File: src/rtl/bfm_ahbl_pkg.sv
// rtl/bfm_ahbl_pkg.sv - shared codes, state encoding and legality helper for the AHB-Lite responder
package bfm_ahbl_pkg;

   localparam logic [1:0] HTRANS_IDLE   = 2'b00;
   localparam logic [1:0] HTRANS_BUSY   = 2'b01;
   localparam logic [1:0] HTRANS_NONSEQ = 2'b10;
   localparam logic [1:0] HTRANS_SEQ    = 2'b11;

   localparam logic [2:0] HSIZE_BYTE = 3'd0;
   localparam logic [2:0] HSIZE_HALF = 3'd1;
   localparam logic [2:0] HSIZE_WORD = 3'd2;

   localparam logic HRESP_OKAY  = 1'b0;
   localparam logic HRESP_ERROR = 1'b1;

   typedef enum logic [2:0] {
      ST_IDLE,
      ST_WAIT,
      ST_DATA,
      ST_ERR1,
      ST_ERR2
   } state_e;

   // addr is the decoded byte address already stripped of the ignored upper bits
   function automatic logic is_illegal(input logic [31:0]  addr,
                                       input logic [2:0]   size,
                                       input logic         misalign,
                                       input int unsigned  mem_words);
      return (addr >= 32'(4 * mem_words)) || (size > HSIZE_WORD) || misalign;
   endfunction

endpackage

File: src/rtl/bfm_ahbl_slave_lanes.sv
// rtl/bfm_ahbl_slave_lanes.sv - byte-lane strobe and misalignment decode for one transfer
module bfm_ahbl_slave_lanes
   import bfm_ahbl_pkg::*;
(
   input  logic [2:0] size_i,
   input  logic [1:0] addr_lo_i,
   output logic [3:0] strb_o,
   output logic       misalign_o
);

   always_comb begin
      strb_o     = 4'b0000;
      misalign_o = 1'b0;
      case (size_i)
         HSIZE_BYTE: strb_o = 4'b0001 << addr_lo_i;
         HSIZE_HALF: begin
            strb_o     = addr_lo_i[1] ? 4'b1100 : 4'b0011;
            misalign_o = addr_lo_i[0];
         end
         HSIZE_WORD: begin
            strb_o     = 4'b1111;
            misalign_o = (addr_lo_i != 2'b00);
         end
         default: ;
      endcase
   end

endmodule

File: src/rtl/bfm_ahbl_slave.sv
// rtl/bfm_ahbl_slave.sv - AHB-Lite responder memory model with wait states and two-cycle ERROR
module bfm_ahbl_slave
   import bfm_ahbl_pkg::*;
#(
   parameter int unsigned ADDR_WIDTH  = 10,
   parameter int unsigned MEM_WORDS   = 64,
   parameter int unsigned WAIT_STATES = 0
) (
   input  logic        HCLK,
   input  logic        HRESET,
   input  logic        HSEL,
   input  logic [31:0] HADDR,
   input  logic [1:0]  HTRANS,
   input  logic        HWRITE,
   input  logic [2:0]  HSIZE,
   input  logic [2:0]  HBURST,
   input  logic [3:0]  HPROT,
   input  logic        HMASTLOCK,
   input  logic [31:0] HWDATA,
   input  logic        HREADY,
   output logic        HREADYOUT,
   output logic        HRESP,
   output logic [31:0] HRDATA
);

   localparam int unsigned IDX_W     = (MEM_WORDS > 1) ? $clog2(MEM_WORDS) : 1;
   localparam logic [3:0]  WAIT_LAST = (WAIT_STATES > 0) ? 4'(WAIT_STATES - 1) : 4'd0;

   state_e             state_q, state_d;
   logic [3:0]         cnt_q, cnt_d;
   logic [IDX_W-1:0]   idx_q, idx_d;
   logic [3:0]         strb_q, strb_d;
   logic               write_q, write_d;
   logic [31:0]        mem_q [MEM_WORDS];

   logic [31:0]        addr_dec;
   logic [3:0]         strb;
   logic               misalign;
   logic               illegal;
   logic               accept;
   logic               unused_inputs;

   assign unused_inputs = ^{HBURST, HPROT, HMASTLOCK, HADDR[31:ADDR_WIDTH]};

   assign addr_dec = 32'(HADDR[ADDR_WIDTH-1:0]);

   bfm_ahbl_slave_lanes u_lanes (
      .size_i     (HSIZE),
      .addr_lo_i  (HADDR[1:0]),
      .strb_o     (strb),
      .misalign_o (misalign)
   );

   assign illegal = is_illegal(addr_dec, HSIZE, misalign, MEM_WORDS);
   assign accept  = HSEL && HREADY && !(HTRANS == HTRANS_IDLE || HTRANS == HTRANS_BUSY);

   always_ff @(posedge HCLK or posedge HRESET) begin
      if (HRESET) begin
         state_q <= ST_IDLE;
         cnt_q   <= 4'd0;
         idx_q   <= '0;
         strb_q  <= 4'd0;
         write_q <= 1'b0;
      end else begin
         state_q <= state_d;
         cnt_q   <= cnt_d;
         idx_q   <= idx_d;
         strb_q  <= strb_d;
         write_q <= write_d;
      end
   end

   always_comb begin
      state_d = state_q;
      cnt_d   = cnt_q;
      idx_d   = idx_q;
      strb_d  = strb_q;
      write_d = write_q;
      case (state_q)
         ST_WAIT: begin
            if (cnt_q == WAIT_LAST) state_d = ST_DATA;
            else                    cnt_d   = cnt_q + 4'd1;
         end
         ST_ERR1: state_d = ST_ERR2;
         default: state_d = ST_IDLE;
      endcase
      // WAIT and ERR1 hold HREADY low on the bus, so new transfers only land in the other states
      if (accept && (state_q inside {ST_IDLE, ST_DATA, ST_ERR2})) begin
         idx_d   = HADDR[IDX_W+1:2];
         strb_d  = strb;
         write_d = HWRITE;
         cnt_d   = 4'd0;
         if (illegal)              state_d = ST_ERR1;
         else if (WAIT_STATES > 0) state_d = ST_WAIT;
         else                      state_d = ST_DATA;
      end
   end

   always_ff @(posedge HCLK or posedge HRESET) begin
      if (HRESET) begin
         for (int i = 0; i < MEM_WORDS; i++) mem_q[i] <= '0;
      end else if (state_q == ST_DATA && write_q) begin
         for (int b = 0; b < 4; b++) begin
            if (strb_q[b]) mem_q[idx_q][8*b +: 8] <= HWDATA[8*b +: 8];
         end
      end
   end

   assign HREADYOUT = !(state_q inside {ST_WAIT, ST_ERR1});
   assign HRESP     = (state_q inside {ST_ERR1, ST_ERR2}) ? HRESP_ERROR : HRESP_OKAY;
   assign HRDATA    = (state_q == ST_DATA) ? mem_q[idx_q] : 32'd0;

endmodule

File: config.mk
export PLATFORM = sky130hd
export DESIGN_NAME = bfm_ahbl_slave
export DESIGN_NICKNAME = d
export VERILOG_FILES = /design/src/rtl/bfm_ahbl_pkg.sv /design/src/rtl/bfm_ahbl_slave_lanes.sv /design/src/rtl/bfm_ahbl_slave.sv
export SDC_FILE = /design/constraint.sdc
export NUM_CORES = 2
export LEC_CHECK = 0
export CORE_MARGIN = 3
export CORE_UTILIZATION = 30
export CTS_CLUSTER_SIZE = 40
export DETAILED_ROUTE_END_ITERATION = 7
export GPL_ROUTABILITY_DRIVEN = 0
export PLACE_DENSITY = 0.51
export SLEW_MARGIN = 20
export SYNTH_ARGS = -nofsm -noshare
export SYNTH_HDL_FRONTEND = slang
export SYNTH_SLANG_ARGS = --single-unit
File: constraint.sdc
create_clock -name HCLK -period 77.6 [get_ports HCLK]
set_input_delay 11.64 -clock HCLK [delete_from_list [all_inputs] [get_ports HCLK]]
set_output_delay 11.64 -clock HCLK [all_outputs]
set_load 0.02 [all_outputs]
==> flow_summary.yaml <==
timing:
  tns_ps: 0
  slew_viol_final: 0
  fin_skew_ps: 20.8
  setup_ws_ps: 59820
  slew-limit-headroom_pct: 8.67
  setup_viol: 0
  tightest_slew_ps: 1370
  max_freq_ghz: 0.0562
  grt_setup_unrepaired: "false"
  period_share_pct: 22.9
  min_period_ps: 17780
  hold_violations: 0
floorplan:
  coreArea_um2: 310000
  fp.dieW_um: 565
  rows: 204
  design.die.area_um2: 320000
  die_h_um: 565
  ios: 116
  initial_core_util_pct: 30.3
drt:
  vias: 55900
  wl_per_cell_um: 26.5
  drtIter0Drc: 4029
  wirelength_um: 282000
  drc: 0
  via_per_inst: 5.25
  first_pass_iters: 5
  ant_nets: 0
setup_path:
  arrival_ps: 6140
  crit_type: "flop to output pin"
  startpoint_type: "flop"
  cp.required_ps: 65960
  crit_path_max_fanout: 44
  end_kind: "output pin"
power_and_ir_drop:
  p_seq_share_pct: 37.5
  power_density_nw_per_um2: 29.6
  sw_frac_of_total_pct: 33.3
  internal_power_mw: 2.09
  leakage_nw: 42.5
  p_total_mw: 3.14
  ir_drop_mv: 0.0224
  switching_power_mw: 1.05
  p_comb_share_pct: 28.5
  clkPwrFrac_pct: 34.0
grt:
  grt_pass1_wl_um: 414000
  met3_usage_pct: 3.40
  globalRouteMet2Util_pct: 27.9
  busiest_layer: "met2"
  grt.met1_usage_pct: 23.3
  grt_max_degree: 185
  grt_pass1_vias: 58600
  gr-usage-all-layers_pct: 17.5
  antenna_found_initial: 9
  grt_overflow_total: 0
synth:
  synthFlopType: "dfrtp_1"
  synth_top_area_cell: "dfrtp_1"
  synth_area_um2: 93900
  synth_area_leaders: "dfrtp_1 55%, mux2_2 22%, mux4_2 6.6%"
  synth_seq_cells: 2066
  synth_nets: 6479
  yosysTopAreaCellShare_pct: 55.1
  async_flop_share_pct: 100
  synth-edff-count: 0
  syn_avg_cell_area_um2: 14.7
  seq_area_frac_synth_pct: 55.1
  synth_cells: 6395
  yosysWarnings: 0
  synth_cell_types: 66
clocking:
  cts_max_path_buffers: 3
  cts.repair.resized: 0
  cts_inserted_buffers: 226
  cts.sinks: 2066
  clk_pin_slew_ps: 60
  htreeDepth: 4
  cts_setup_buffers: 0
  cts-root-buf: "clkbuf_16"
  insertion_delay_ps: 870
  cts_hold_buf: 0
  cts_tree: "yes"
placement:
  hpwl_um: 178000
  port_buffers: 84
  preCtsSetupSlack_ps: 60420
finish:
  layout_common_cells: "2063 x dfrtp_1, 1809 x mux2_2, 277 x mux4_2, 242 x mux2_1, 230 x clkbuf_16"
  layout_commonest_cell: "dfrtp_1"
  drive_gt1_share_pct: 44.1
  fin_util_pct: 34.2
  layout.nets: 6437
  synthToLayoutAreaGrowth_pct: 13.1
run_status:
  status: "finished clean"
run:
  drv_cap: 0
min_path:
  worstHoldPathType: "flop to flop"
-- synth_stat cells (all sizes together) (3+ instances only) --
cell	n
a221oi	122
a221o	44
o211ai	23
nor3	6
or3b	3
inv	5
dfrtp	2066
o21ai	41
a2bb2oi	24
nand2	348
a21oi	85
a31oi	54
a41oi	8
a311oi	22
nand3b	3
buf	224
mux4	277
o22ai	66
and3	8
and3b	3
a22oi	172
nor3b	6
a22o	3
nor2	124
clkbuf	280
or2	3
mux2i	216
and2	4
o221ai	4
nand2b	6
mux2	2051
o22a	42
a211oi	27
nand3	4
-- metrics by stage --
stage / hold WS [ps] / cell area (um^2) / std cells
finish: 485 / 106000 / 10700
global route: 500 / 106000 / 10700
CTS: 490 / 106000 / 10600
detailed placement: 477 / 98700 / 10200
global placement: 468 / 98700 / 10200
floorplan: 441 / 93900 / 6395
-- cells by family (layout without fill, tap and decap cells) --
logic type               Yosys count  count (layout)  share of synthesized area (%)
XOR/XNOR                           2               2                         0.0187
buffers and inverters            510             646                           2.50
AO/OA/AOI/OAI                    746             746                           5.90
multiplexers                    2544            2544                           33.5
other                              0               2                              0
AND/OR/NAND/NOR                  525             525                           2.94
adder cells (fa/ha/maj)            2               2                         0.0266
flip-flops                      2066            2066                           55.1
-- sequential cells by signal, indices dropped and copies added, names as in the netlist --
signal   flops
state_q      3
strb_q       4
cnt_q        4
write_q      1
idx_q        6
mem_q     2048
-- worst max-delay path, stage by stage (launching register included) --
cell and delay [ps]:
dfrtp_4 830, buf_4 520, buf_4 490, buf_4 700, mux4_2 430, mux2i_1 260, o22ai_1 210, a211oi_1 750
a31oi_1 170, buf_4 230, clkdlybuf4s50_1 550
-- worst paths after layout --
path | from | depth (start not counted) | to | slack (ps)
max in group asynchronous | HRESET | 7 | mem_q[1237]$_DFFE_PP0P_ | 61940
hold reg to reg | mem_q[1821]$_DFFE_PP0P_ | 1 | mem_q[1821]$_DFFE_PP0P_ | 480
hold / removal | mem_q[1821]$_DFFE_PP0P_ | 1 | mem_q[1821]$_DFFE_PP0P_ | 480
setup reg to reg | idx_q[0]$_DFFE_PP0P_ | 7 | mem_q[226]$_DFFE_PP0P_ | 72630
setup / recovery | idx_q[1]$_DFFE_PP0P_ | 10 | HRDATA[11] | 59820
min in group asynchronous | HRESET | 2 | mem_q[1852]$_DFFE_PP0P_ | 11360
-- layer usage --
metal	up-vias	part of all wire [%]	routed length, um
met5	-	0	0
met1	30300	44	124000
met2	1222	47	132000
met3	453	5.2	14600
li1	23900	-	-
met4	0	4.3	12100
-- area by class of cell --
| class | count | area (um^2) |
|---|---|---|
| Fill cell | 30000 | 204000 |
| Sequential cell | 2066 | 51700 |
| Multi-Input combinational cell | 3819 | 40000 |
| Clock buffer | 369 | 6980 |
| Tap cell | 4120 | 5150 |
| Timing Repair Buffer | 234 | 1920 |
| Clock inverter | 37 | 403 |
| Inverter | 6 | 42.5 |
| Antenna cell | 2 | 5.00 |
-- power groups by stage --
stage | combinational (mW) | clock (mW) | sequential, mW
2_1_floorplan | 0.590 | 0 | 1.18
3_3_place_gp | 0.898 | 0 | 1.19
3_5_place_dp | 0.901 | 0 | 1.20
4_1_cts | 0.903 | 1.10 | 1.18
5_1_grt | 0.946 | 1.14 | 1.18
6_report | 0.895 | 1.07 | 1.18
Power figures use the tool's default switching activity.
